**src/rtl/ecc_bridge_pkg.sv**
```systemverilog
// Shared types, flag encodings and SEC-DED helpers for the ECC memory bridge.
// Helpers work on the widest supported word; callers pass the real data width.
package ecc_bridge_pkg;

    localparam int unsigned MAX_DATA_W = 32;
    localparam int unsigned MAX_CODE_W = 39;

    localparam logic [2:0] FLAG_CLEAN  = 3'b001;
    localparam logic [2:0] FLAG_CORR   = 3'b010;
    localparam logic [2:0] FLAG_UNCORR = 3'b100;

    typedef enum logic [2:0] {
        S_IDLE,
        S_WRITE,
        S_READ,
        S_WAIT,
        S_DECODE,
        S_SCRUB,
        S_RESP
    } state_t;

    // Smallest P with 2^P >= data_w + P + 1
    function automatic int unsigned calc_p(input int unsigned data_w);
        int unsigned p;
        p = 0;
        for (int unsigned i = 1; i < 8; i++) begin
            if (p == 0 && (32'd1 << i) >= data_w + i + 32'd1) p = i;
        end
        return p;
    endfunction

    function automatic logic [MAX_CODE_W-1:0] secded_encode(input logic [MAX_DATA_W-1:0] data,
                                                            input int unsigned data_w);
        logic [MAX_CODE_W-1:0] cw;
        logic                  par;
        int unsigned           code_w;
        int unsigned           di;
        code_w = data_w + calc_p(data_w) + 32'd1;
        cw     = '0;
        di     = 0;
        for (int unsigned pos = 1; pos < MAX_CODE_W; pos++) begin
            if (pos < code_w && (pos & (pos - 32'd1)) != 32'd0) begin
                cw[pos] = data[di];
                di++;
            end
        end
        // Check bit 2^k covers every position whose index has bit k set
        for (int unsigned k = 0; k < 6; k++) begin
            par = 1'b0;
            for (int unsigned pos = 1; pos < MAX_CODE_W; pos++) begin
                if (pos < code_w && ((pos >> k) & 32'd1) != 32'd0 && pos != (32'd1 << k))
                    par = par ^ cw[pos];
            end
            if ((32'd1 << k) < code_w) cw[32'd1 << k] = par;
        end
        cw[0] = ^cw;
        return cw;
    endfunction

    function automatic logic [MAX_DATA_W-1:0] secded_extract(input logic [MAX_CODE_W-1:0] cw,
                                                             input int unsigned data_w);
        logic [MAX_DATA_W-1:0] data;
        int unsigned           code_w;
        int unsigned           di;
        code_w = data_w + calc_p(data_w) + 32'd1;
        data   = '0;
        di     = 0;
        for (int unsigned pos = 1; pos < MAX_CODE_W; pos++) begin
            if (pos < code_w && (pos & (pos - 32'd1)) != 32'd0) begin
                data[di] = cw[pos];
                di++;
            end
        end
        return data;
    endfunction

endpackage

```
**src/rtl/ecc_mem_bridge_if.sv**
```systemverilog
// MCU-side request/response bus of the ECC memory bridge.
interface ecc_mem_bridge_if #(
    parameter int unsigned DATA_W = 16,
    parameter int unsigned ADDR_W = 10
) ();
    logic              mcu_req;
    logic              mcu_we;
    logic [ADDR_W-1:0] mcu_addr;
    logic [DATA_W-1:0] mcu_wdata;
    logic              mcu_ack;
    logic [DATA_W-1:0] mcu_rdata;
    logic [2:0]        flag_out;

    modport master (
        output mcu_req, mcu_we, mcu_addr, mcu_wdata,
        input  mcu_ack, mcu_rdata, flag_out
    );

    modport slave (
        input  mcu_req, mcu_we, mcu_addr, mcu_wdata,
        output mcu_ack, mcu_rdata, flag_out
    );
endinterface

```
**src/rtl/secded_decoder.sv**
```systemverilog
// Combinational SEC-DED decoder: one codeword in, corrected data and one-hot status out.
module secded_decoder
    import ecc_bridge_pkg::*;
#(
    parameter  int unsigned DATA_W = 16,
    localparam int unsigned P      = calc_p(DATA_W),
    localparam int unsigned CODE_W = DATA_W + P + 1
) (
    input  logic [CODE_W-1:0] code_i,
    output logic [DATA_W-1:0] data_o,
    output logic [2:0]        status_o
);

    logic [P-1:0]      syn;
    logic              par;
    logic [CODE_W-1:0] fixed;

    // A syndrome beyond the last position can only come from a multi-bit error
    always_comb begin
        syn = '0;
        for (int unsigned pos = 1; pos < CODE_W; pos++) begin
            if (code_i[pos]) syn = syn ^ P'(pos);
        end
        par      = ^code_i;
        fixed    = code_i;
        status_o = FLAG_CLEAN;
        if (par) begin
            if (32'(syn) < CODE_W) begin
                fixed    = code_i ^ (CODE_W'(1) << syn);
                status_o = FLAG_CORR;
            end else begin
                status_o = FLAG_UNCORR;
            end
        end else if (syn != '0) begin
            status_o = FLAG_UNCORR;
        end
        data_o = DATA_W'(secded_extract(MAX_CODE_W'(fixed), DATA_W));
    end

endmodule

```
**src/rtl/ecc_mem_bridge.sv**
```systemverilog
// MCU-to-memory bridge: SEC-DED encode on write to NUM_CH replicated channels,
// best-copy selection on read with optional scrub write-back and saturating error counters.
module ecc_mem_bridge
    import ecc_bridge_pkg::*;
#(
    parameter  int unsigned DATA_W  = 16,
    parameter  int unsigned ADDR_W  = 10,
    parameter  int unsigned NUM_CH  = 2,
    parameter  int unsigned MEM_LAT = 1,
    parameter  int unsigned CNT_W   = 8,
    localparam int unsigned CODE_W  = DATA_W + calc_p(DATA_W) + 1
) (
    input  logic                     clk,
    input  logic                     rst,
    ecc_mem_bridge_if.slave          mcu,
    input  logic                     scrub_en,
    input  logic [NUM_CH-1:0]        inj_ch,
    input  logic [CODE_W-1:0]        inj_mask,
    output logic [NUM_CH-1:0]        mem_cs,
    output logic                     mem_we,
    output logic [ADDR_W-1:0]        mem_addr,
    output logic [NUM_CH*CODE_W-1:0] mem_wdata,
    input  logic [NUM_CH*CODE_W-1:0] mem_rdata,
    output logic [CNT_W-1:0]         corr_cnt,
    output logic [CNT_W-1:0]         uncorr_cnt
);

    localparam int unsigned LAT_W = (MEM_LAT > 1) ? $clog2(MEM_LAT) : 1;

    state_t                    state_q, state_d;
    logic [LAT_W-1:0]          lat_q, lat_d;
    logic [NUM_CH*CODE_W-1:0]  cap_q, cap_d;
    logic [NUM_CH-1:0]         cs_q, cs_d;
    logic                      mwe_q, mwe_d;
    logic [ADDR_W-1:0]         maddr_q, maddr_d;
    logic [NUM_CH*CODE_W-1:0]  mwdata_q, mwdata_d;
    logic                      ack_q, ack_d;
    logic [DATA_W-1:0]         rdata_q, rdata_d;
    logic [2:0]                flag_q, flag_d;
    logic [CNT_W-1:0]          corr_q, corr_d;
    logic [CNT_W-1:0]          uncorr_q, uncorr_d;

    logic [DATA_W-1:0]         dec_data [NUM_CH];
    logic [2:0]                dec_stat [NUM_CH];
    logic [DATA_W-1:0]         sel_data, clean_data, corr_data;
    logic [2:0]                sel_flag;
    logic                      found_clean, found_corr, all_clean, all_uncorr;
    logic [CODE_W-1:0]         wr_cw, scrub_cw;

    for (genvar g = 0; g < NUM_CH; g++) begin : g_dec
        secded_decoder #(.DATA_W(DATA_W)) u_dec (
            .code_i   (cap_q[g*CODE_W +: CODE_W]),
            .data_o   (dec_data[g]),
            .status_o (dec_stat[g])
        );
    end

    assign wr_cw    = CODE_W'(secded_encode(MAX_DATA_W'(mcu.mcu_wdata), DATA_W));
    assign scrub_cw = CODE_W'(secded_encode(MAX_DATA_W'(sel_data), DATA_W));

    // Prefer the lowest clean copy, then the lowest corrected one, else channel 0 raw
    always_comb begin
        clean_data  = dec_data[0];
        corr_data   = dec_data[0];
        found_clean = 1'b0;
        found_corr  = 1'b0;
        all_clean   = 1'b1;
        all_uncorr  = 1'b1;
        for (int unsigned i = 0; i < NUM_CH; i++) begin
            if (dec_stat[i] != FLAG_CLEAN)  all_clean  = 1'b0;
            if (dec_stat[i] != FLAG_UNCORR) all_uncorr = 1'b0;
            if (!found_clean && dec_stat[i] == FLAG_CLEAN) begin
                clean_data  = dec_data[i];
                found_clean = 1'b1;
            end
            if (!found_corr && dec_stat[i] == FLAG_CORR) begin
                corr_data  = dec_data[i];
                found_corr = 1'b1;
            end
        end
        sel_data = found_clean ? clean_data : (found_corr ? corr_data : dec_data[0]);
        sel_flag = all_clean ? FLAG_CLEAN : (all_uncorr ? FLAG_UNCORR : FLAG_CORR);
    end

    // Memory strobes are registered, so they are raised on the edge entering WRITE/READ/SCRUB
    always_comb begin
        state_d  = state_q;
        lat_d    = lat_q;
        cap_d    = cap_q;
        cs_d     = '0;
        mwe_d    = 1'b0;
        maddr_d  = maddr_q;
        mwdata_d = mwdata_q;
        ack_d    = 1'b0;
        rdata_d  = rdata_q;
        flag_d   = flag_q;
        corr_d   = corr_q;
        uncorr_d = uncorr_q;
        case (state_q)
            S_IDLE: begin
                if (mcu.mcu_req) begin
                    maddr_d = mcu.mcu_addr;
                    cs_d    = '1;
                    if (mcu.mcu_we) begin
                        state_d = S_WRITE;
                        mwe_d   = 1'b1;
                        for (int unsigned ch = 0; ch < NUM_CH; ch++) begin
                            mwdata_d[ch*CODE_W +: CODE_W] = wr_cw ^ (inj_ch[ch] ? inj_mask : '0);
                        end
                    end else begin
                        state_d = S_READ;
                    end
                end
            end
            S_WRITE: begin
                state_d = S_RESP;
                ack_d   = 1'b1;
            end
            S_READ: begin
                state_d = S_WAIT;
                lat_d   = '0;
            end
            S_WAIT: begin
                if (lat_q == LAT_W'(MEM_LAT - 1)) begin
                    state_d = S_DECODE;
                    cap_d   = mem_rdata;
                end else begin
                    lat_d = lat_q + LAT_W'(1);
                end
            end
            S_DECODE: begin
                rdata_d = sel_data;
                flag_d  = sel_flag;
                if (sel_flag == FLAG_CORR && corr_q != '1)     corr_d   = corr_q + CNT_W'(1);
                if (sel_flag == FLAG_UNCORR && uncorr_q != '1) uncorr_d = uncorr_q + CNT_W'(1);
                if (scrub_en && sel_flag == FLAG_CORR) begin
                    state_d  = S_SCRUB;
                    cs_d     = '1;
                    mwe_d    = 1'b1;
                    mwdata_d = {NUM_CH{scrub_cw}};
                end else begin
                    state_d = S_RESP;
                    ack_d   = 1'b1;
                end
            end
            S_SCRUB: begin
                state_d = S_RESP;
                ack_d   = 1'b1;
            end
            S_RESP:  state_d = S_IDLE;
            default: state_d = S_IDLE;
        endcase
    end

    always_ff @(posedge clk or posedge rst) begin
        if (rst) begin
            state_q  <= S_IDLE;
            lat_q    <= '0;
            cap_q    <= '0;
            cs_q     <= '0;
            mwe_q    <= 1'b0;
            maddr_q  <= '0;
            mwdata_q <= '0;
            ack_q    <= 1'b0;
            rdata_q  <= '0;
            flag_q   <= '0;
            corr_q   <= '0;
            uncorr_q <= '0;
        end else begin
            state_q  <= state_d;
            lat_q    <= lat_d;
            cap_q    <= cap_d;
            cs_q     <= cs_d;
            mwe_q    <= mwe_d;
            maddr_q  <= maddr_d;
            mwdata_q <= mwdata_d;
            ack_q    <= ack_d;
            rdata_q  <= rdata_d;
            flag_q   <= flag_d;
            corr_q   <= corr_d;
            uncorr_q <= uncorr_d;
        end
    end

    assign mem_cs        = cs_q;
    assign mem_we        = mwe_q;
    assign mem_addr      = maddr_q;
    assign mem_wdata     = mwdata_q;
    assign mcu.mcu_ack   = ack_q;
    assign mcu.mcu_rdata = rdata_q;
    assign mcu.flag_out  = flag_q;
    assign corr_cnt      = corr_q;
    assign uncorr_cnt    = uncorr_q;

endmodule

```
**src/flat_wrapper.sv**
```systemverilog
// flat-port wrapper written by rule: the top's interface ports become plain ports
module ecc_mem_bridge_flat import ecc_bridge_pkg::*;
#(
    parameter  int unsigned DATA_W  = 16,
    parameter  int unsigned ADDR_W  = 10,
    parameter  int unsigned NUM_CH  = 2,
    parameter  int unsigned MEM_LAT = 1,
    parameter  int unsigned CNT_W   = 8,
    localparam int unsigned CODE_W  = DATA_W + calc_p(DATA_W) + 1
)
  (clk, rst, scrub_en, inj_ch, inj_mask, mem_cs, mem_we, mem_addr, mem_wdata, mem_rdata, corr_cnt, uncorr_cnt, mcu_mcu_req, mcu_mcu_we, mcu_mcu_addr, mcu_mcu_wdata, mcu_mcu_ack, mcu_mcu_rdata, mcu_flag_out);
  ecc_mem_bridge_if #(.DATA_W(DATA_W), .ADDR_W(ADDR_W)) mcu_i ();
  input  logic clk;
  input  logic rst;
  input  logic scrub_en;
  input  logic [NUM_CH-1:0] inj_ch;
  input  logic [CODE_W-1:0] inj_mask;
  output logic [NUM_CH-1:0] mem_cs;
  output logic mem_we;
  output logic [ADDR_W-1:0] mem_addr;
  output logic [NUM_CH*CODE_W-1:0] mem_wdata;
  input  logic [NUM_CH*CODE_W-1:0] mem_rdata;
  output logic [CNT_W-1:0] corr_cnt;
  output logic [CNT_W-1:0] uncorr_cnt;
  input wire logic [$bits(mcu_i.mcu_req)-1:0] mcu_mcu_req;
  input wire logic [$bits(mcu_i.mcu_we)-1:0] mcu_mcu_we;
  input wire logic [$bits(mcu_i.mcu_addr)-1:0] mcu_mcu_addr;
  input wire logic [$bits(mcu_i.mcu_wdata)-1:0] mcu_mcu_wdata;
  output wire logic [$bits(mcu_i.mcu_ack)-1:0] mcu_mcu_ack;
  output wire logic [$bits(mcu_i.mcu_rdata)-1:0] mcu_mcu_rdata;
  output wire logic [$bits(mcu_i.flag_out)-1:0] mcu_flag_out;
  assign mcu_i.mcu_req = mcu_mcu_req;
  assign mcu_i.mcu_we = mcu_mcu_we;
  assign mcu_i.mcu_addr = mcu_mcu_addr;
  assign mcu_i.mcu_wdata = mcu_mcu_wdata;
  assign mcu_mcu_ack = mcu_i.mcu_ack;
  assign mcu_mcu_rdata = mcu_i.mcu_rdata;
  assign mcu_flag_out = mcu_i.flag_out;
  ecc_mem_bridge #(.DATA_W(DATA_W), .ADDR_W(ADDR_W), .NUM_CH(NUM_CH), .MEM_LAT(MEM_LAT), .CNT_W(CNT_W)) u_core (.clk(clk), .rst(rst), .mcu(mcu_i), .scrub_en(scrub_en), .inj_ch(inj_ch), .inj_mask(inj_mask), .mem_cs(mem_cs), .mem_we(mem_we), .mem_addr(mem_addr), .mem_wdata(mem_wdata), .mem_rdata(mem_rdata), .corr_cnt(corr_cnt), .uncorr_cnt(uncorr_cnt));
endmodule
```
**config.mk**
```make
export PLATFORM = sky130hd
export DESIGN_NAME = ecc_mem_bridge_flat
export DESIGN_NICKNAME = d
export VERILOG_FILES = /design/src/rtl/ecc_bridge_pkg.sv /design/src/rtl/ecc_mem_bridge_if.sv /design/src/rtl/secded_decoder.sv /design/src/rtl/ecc_mem_bridge.sv /design/src/flat_wrapper.sv
export SDC_FILE = /design/constraint.sdc
export NUM_CORES = 1
export LEC_CHECK = 0
export BUFFER_PORTS_ARGS = -buffer_cell sky130_fd_sc_hd__buf_4
export CAP_MARGIN = 20
export CORE_UTILIZATION = 40
export DETAILED_ROUTE_END_ITERATION = 6
export PLACE_DENSITY = 0.71
export SLEW_MARGIN = 20
export SYNTH_ARGS = -nofsm -noshare
export SYNTH_HDL_FRONTEND = slang
export SYNTH_SLANG_ARGS = --single-unit
export TNS_END_PERCENT = 5
```
**constraint.sdc**
```tcl
create_clock -name clk -period 4.9 [get_ports clk]
set_clock_uncertainty 0.2 [all_clocks]
set_input_delay 0.98 -clock clk [delete_from_list [all_inputs] [get_ports clk]]
set_output_delay 0.98 -clock clk [all_outputs]
set_load 0.02 [all_outputs]
```
; ---- Yosys cells after proc, flatten, opt, wreduce, memory -nomap -nowiden
; Cells that the tools add are included.
[totals]
regBits = 141
wordCells = 266
[op_classes]
n_addsub = 3
n_lt_le_gt_ge = 2
eq_ne = 21
shifts = 2
n_mux = 88
n_bitwise = 115
n_reduce_logical = 23
[ops]
columns = op, count
row1 = $mux W22, 6
row2 = $mux W44, 3
row3 = $pmux W44 S2, 1
row4 = $xor A22 B22 Y22, 4
row5 = $reduce_xor A39 Y1, 2
row6 = $xor A1 B1 Y1, 70
row7 = $mux W16, 4
row8 = $mux W4, 16
row9 = $mux W5, 12
row10 = $mux W3, 18
row11 = $reduce_xor A22 Y1, 2
row12 = $shl A1 B5 Y22 const A, 2
row13 = $not A2 Y2, 18
row14 = $not A3 Y3, 12
row15 = $add A8 B1 Y8 const B, 2
row16 = $mux W2, 8
row17 = $ne A8 B8 Y1 const B, 2
row18 = $eq A3 B2 Y1 const B, 5
row19 = $mux W1, 15
row20 = $pmux W3 S5, 1
row21 = $lt A5 B5 Y1 const B, 2
row22 = $reduce_and A2 Y1, 5
row23 = $reduce_bool A5 Y1, 2
row24 = $eq A3 B1 Y1 const B, 3
row25 = other kinds (17), 39

; ---- Depth between registers and ports, before layout
[depth]
ltp_word = 59
mapped_depth = 14
depth_no_buf = 13

; ---- Modules after synthesis
; A second synthesis with hierarchy kept.
[unflattened]
hier_cells = 854
area_unflattened_um2 = 8719.6
[by_module_without_submodules]
columns = module, n_inst, cells_per_inst, area_each_um2
row1 = ecc_mem_bridge, 1, 668, 7200.7
row2 = secded_decoder, 2, 93, 759.5

; ---- Worst setup path after synthesis
; OpenSTA, ideal clock, no wires.
[synth_path]
path_kind = reg-to-reg
start = register u_core.cap_q[25]
end = register u_core.mwdata_q[0] (netlist: u_core.mem_wdata[0])
setup_time_ps = 125
arrival_time_ps = 3952
setup_slack_ps = 622
path_stages_with_launch = 15
path_buffers = 1
period_less_slack_ps = 4278
cell_sequence = dfrtp_1 xnor2_2 xnor3_1 xor2_1 nor4_4 nand3_2 o21a_1 buf_6 o32ai_1 xor2_1 xor3_2 xnor3_1 xor2_1 xnor2_1 o21ai_1
[synth_via]
elab_chain_len = 48
[synth_rtl]
columns = element, line
row1 = start: declaration, ecc_mem_bridge.sv:32  ; logic [NUM_CH*CODE_W-1:0] cap_q, cap_d;
row2 = start signal: assignment, ecc_mem_bridge.sv:172  ; cap_q <= cap_d;
row3 = $mux W2, secded_decoder.sv:22  ; if (code_i[pos]) syn = syn ^ P'(pos);
row4 = $mux W3, secded_decoder.sv:22
row5 = $not A2 Y2 (no line), --
row6 = $mux W3 (2 in series), secded_decoder.sv:22
row7 = $not A3 Y3 (no line), --
row8 = $mux W3, secded_decoder.sv:22
row9 = $mux W4, secded_decoder.sv:22
row10 = $not A2 Y2 (no line), --
row11 = [22 not listed], --
row12 = $eq A3 B2 Y1, ecc_mem_bridge.sv:76  ; if (!found_corr && dec_stat[i] == FLAG_CORR) begin
row13 = $logic_and A1 B1 Y1, ecc_mem_bridge.sv:76
row14 = $mux W16 or $mux W1 (tied branches), ecc_mem_bridge.sv:76
row15 = $mux W16 (2 in series), ecc_mem_bridge.sv:81  ; sel_data = found_clean ? clean_data : (found_corr ? corr_data : dec_data[0]);
row16 = $xor A1 B1 Y1 (9 in series), ecc_bridge_pkg.sv:52  ; par = par ^ cw[pos];
row17 = $reduce_xor A39 Y1, ecc_bridge_pkg.sv:56  ; cw[0] = ^cw;
row18 = $mux W44, ecc_mem_bridge.sv:136  ; if (scrub_en && sel_flag == FLAG_CORR) begin
row19 = $pmux W44 S2, ecc_mem_bridge.sv:99  ; case (state_q)
row20 = end signal: assignment, ecc_mem_bridge.sv:176  ; mwdata_q <= mwdata_d;
row21 = end: declaration, ecc_mem_bridge.sv:36  ; logic [NUM_CH*CODE_W-1:0] mwdata_q, mwdata_d;
; Parallel ways exist; a longest one is shown, timed or not. The select of a mux whose other input is x is not followed.
; A chain may end at the register's enable or synchronous reset.

; ---- Worst setup path in the final report
[layout_path]
start = register u_core.cap_q[19]
end = register u_core.mwdata_q[22] (netlist: u_core.mem_wdata[22])
[layout_via]
elab_chain_len = 27
[layout_rtl]
columns = element, line
row1 = $mux W5, secded_decoder.sv:22
row2 = $not A2 Y2 (no line), --
row3 = $mux W5, secded_decoder.sv:22
row4 = $not A3 Y3 (no line), --
row5 = $mux W5, secded_decoder.sv:22
row6 = $lt A5 B5 Y1 or $reduce_bool A5 Y1 (tied branches), "secded_decoder.sv:28, secded_decoder.sv:34"
row7 = $mux W3 (on tied branches), "secded_decoder.sv:28, secded_decoder.sv:34"
row8 = $mux W3, secded_decoder.sv:27  ; if (par) begin
row9 = [2 not listed], --
row10 = $logic_not A1 Y1, ecc_mem_bridge.sv:76
row11 = $logic_and A1 B1 Y1, ecc_mem_bridge.sv:76
row12 = $mux W16 or $mux W1 (tied branches), ecc_mem_bridge.sv:76
row13 = $mux W16 (2 in series), ecc_mem_bridge.sv:81
row14 = $xor A1 B1 Y1 (9 in series), ecc_bridge_pkg.sv:52
row15 = $reduce_xor A39 Y1, ecc_bridge_pkg.sv:56
row16 = $mux W44, ecc_mem_bridge.sv:136
row17 = $pmux W44 S2, ecc_mem_bridge.sv:99
; Parallel ways exist; a longest one is shown, timed or not. The select of a mux whose other input is x is not followed.

==> summary.txt <==
status - finished, final reports clean
worst setup path start - u_core.cap_q[19]
Hold Path Depth - 2
Core ar. - 0.0205 sq mm
Worst EP arrival - 4.73 ns
Hold Crit Class - register to register
fmax - 0.216 GHz
CTS Sinks - 139
Area Overhead vs Synth - 29.0%
main combinational cell family by area after synthesis - XOR/XNOR gates
Primary FF master, synth - dfrtp_1
DRT Pass-1 Iters - 5
TritonCTS clock tree - done
width of the die - 148 microns
Fin Hold WS - 0.278 ns
io pins - 192
Synth warnings - 0
commonest non-fill, non-tap cells in the layout - 214 x buf_4, 151 x xnor2_1, 139 x dfrtp_1
initial core utilization - 41.4%
XOR/XNOR share of the synthesized area - 25.3%
diode count - 0
share of cells above drive strength 1 - 30.5%
Final nets - 1151
Synth top area share - 41.0%
Vias - 6772
# fillers - 1900
clock latency on the worst-skew pair - 0.42 ns
RSZ-0062 raised after global routing - true
largest area contributor in the netlist - dfrtp_1
kind of critical path - register to register
Buffers on Ports - 191
final hold violations - 0
Synth Area in Adders - 0.295%
Die Y - 148 microns
multiplexer share of the synthesized area - 8.03%
CP Capture Point - u_core.mem_wdata[22]
max_cap viols - 0
number of remaining DRC errors - 0
reg2reg start - u_core.cap_q[19]
Post-DRT Antenna Nets - 0
CP max-delay cell - xnor3_1
gr usage total - 21.8%
Seq cells post-synth - 139
Area contributors post-synth - dfrtp_1 41%, xnor2_1 16%, mux2_2 7.4%
Synth Cell Area - 0.00848 sq mm
CP max stage delay - 0.48 ns
most common cell after layout, fill and taps aside - buf_4
Rows - 52
number of distinct library cells after synthesis - 58
final setup fails - 0
die area - 0.0218 sq mm
r2r setup slk - 0.27 ns
Critical Path Stages - 13
worst-path fanout max - 11
Post-synth EDFFs - 0
global-route wire length before repair - 36800 microns
HPWL Detailed - 17400 microns
largest net degree at the start of global routing - 140
worst slew pin tran - 0.913 ns
initial antenna violation count - 0
Bufs on Longest Clock Path - 2
worst-path cell chain - xnor3_1 -> xnor2_2 -> xnor3_2 -> nand4_1 -> nor2_2 -> buf_4 -> or2_1 -> o21ai_0 -> xor3_2 -> xnor3_1 -> xor2_1 -> xnor2_1 -> o21ai_1
grt total ovfl - 0
Mapped Nets - 958
Worst Hold Launch - u_core.mem_wdata[31]
clock-pin slew on the worst setup and hold paths - 0.06 ns
CP most frequent cell - xnor3_1
min Tclk post-route - 4.63 ns
asr flop ratio synth - 100%
cts bufs inserted - 17
Crit Reg-Reg Endpoint - u_core.mem_wdata[22]
final max-slew violation count - 0
CP Capture Type - register
Vias per Instance - 5.09
WL final - 23000 microns
Initial DRC Count - 383
post-route clock period utilization - 94.6%
data required time at the worst endpoint - 5.00 ns
Slew HR - 38.9%
syn_area_per_cell - 9.89 sq um
Avg WL per Cell - 17.3 microns
# H-tree levels - 4
Setup crit start kind - register
reg2reg path depth - 13
CTS Hold Bufs - 0
area fraction in compound gates after synthesis - 8.33%
clock root cell - clkbuf_16
Seq/Total Area, Yosys - 41.0%
Mapped Cells - 857
simple-gate portion of the synthesized area - 14.9%
Crit path max-delay family - XOR/XNOR gates
vias in the first global route - 6855
CP bufs+invs - 1
GPL Wtd Cong - 0.885
synth_stat cells, types with 2 or more instances:
master / count
a21oi_1: 14
and2_1: 12
and3_1: 6
and4_1: 2
buf_2: 2
clkbuf_1: 37
dfrtp_1: 139
ha_1: 2
inv_1: 4
mux2_2: 56
mux2i_1: 5
nand2_1: 136
nand2b_1: 2
nand3_1: 9
nand3b_1: 3
nand4_1: 5
nor2_1: 69
nor3_1: 18
o211ai_1: 2
o21ai_0: 39
o21ai_1: 2
o22a_1: 4
o311ai_0: 2
o31ai_1: 31
o32ai_1: 3
or3_1: 4
or4_1: 4
xnor2_1: 152
xnor2_2: 6
xnor3_1: 10
xor2_1: 50
area by class of cell:
class                           instances  area [sq um]  area share [%]
Clock buffer                           23           478            4.37
Clock inverter                          7           115            1.05
Inverter                                4          18.8           0.172
Multi-Input combinational cell        672          4870            44.5
Sequential cell                       139          3480            31.8
Tap cell                              270           338            3.09
Timing Repair Buffer                  216          1640            15.0
timing repair:
action | in CTS | in global routing
endpoints found under the setup margin | 0 | 7
setup buffers | 0 | 2
resized for setup | 0 | 9
worst reg2reg max path, stage by stage (launching register included):
cell and delay (ns):
dfrtp_1 0.43, xnor3_1 0.48, xnor2_2 0.28, xnor3_2 0.47
nand4_1 0.18, nor2_2 0.10, buf_4 0.19, or2_1 0.37
o21ai_0 0.46, xor3_2 0.45, xnor3_1 0.42, xor2_1 0.19
xnor2_1 0.20, o21ai_1 0.10
metal layers:
layer	track usage, %	routed length [microns]	share of wire (%)
met3	4.41	1230	5.4
met2	35.9	11000	48
met1	29.1	10400	45
met5	0	0	0
met4	6.34	378	1.6
state kept, by name (all words and copies together) (netlist names):
register and cells:
u_core.cap_q 44, u_core.mem_wdata 44, u_core.mcu.mcu_rdata 16, u_core.mem_addr 10
u_core.corr_cnt 8, u_core.uncorr_cnt 8, u_core.mcu.flag_out 3, u_core.state_q 3
u_core.mcu.mcu_ack 1, u_core.mem_cs 1, u_core.mem_we 1
kinds of logic (layout without fill, tap and decap cells):
family,Yosys count,in the layout
and+or+nand+nor,281,281
xor gates and xnor gates,220,220
DFF,139,139
AOI/OAI and AO/OA,108,108
muxes,61,61
buffers and inverters,46,250
adders and majority gates,2,2
per-stage QoR:
stage	instance area [sq um]	setup TNS (ns)	setup slack [ns]	std cells	utilization, %
floorplan	8480	0	0.622	857	-
global placement	10300	0	0.299	1299	50.1
detailed placement	10300	0	0.205	1299	50.1
CTS	10900	0	0.169	1329	53.0
global route	10900	-0.00130	-0.00130	1331	53.4
finish	10900	0	0.266	1331	53.4
worst min path at each step:
stage	end	slack, ns
2_1_floorplan	u_core.cap_q[38]	0.30
3_3_place_gp	u_core.mcu.mcu_rdata[7]	0.26
3_5_place_dp	u_core.mem_wdata[36]	0.27
4_1_cts	u_core.mem_wdata[36]	0.28
5_1_grt	u_core.mem_wdata[5]	0.30
6_report	u_core.mem_wdata[31]	0.28
Power is not shown: default switching activity piles up to over one toggle a cycle in this logic, so the estimate is an artifact.
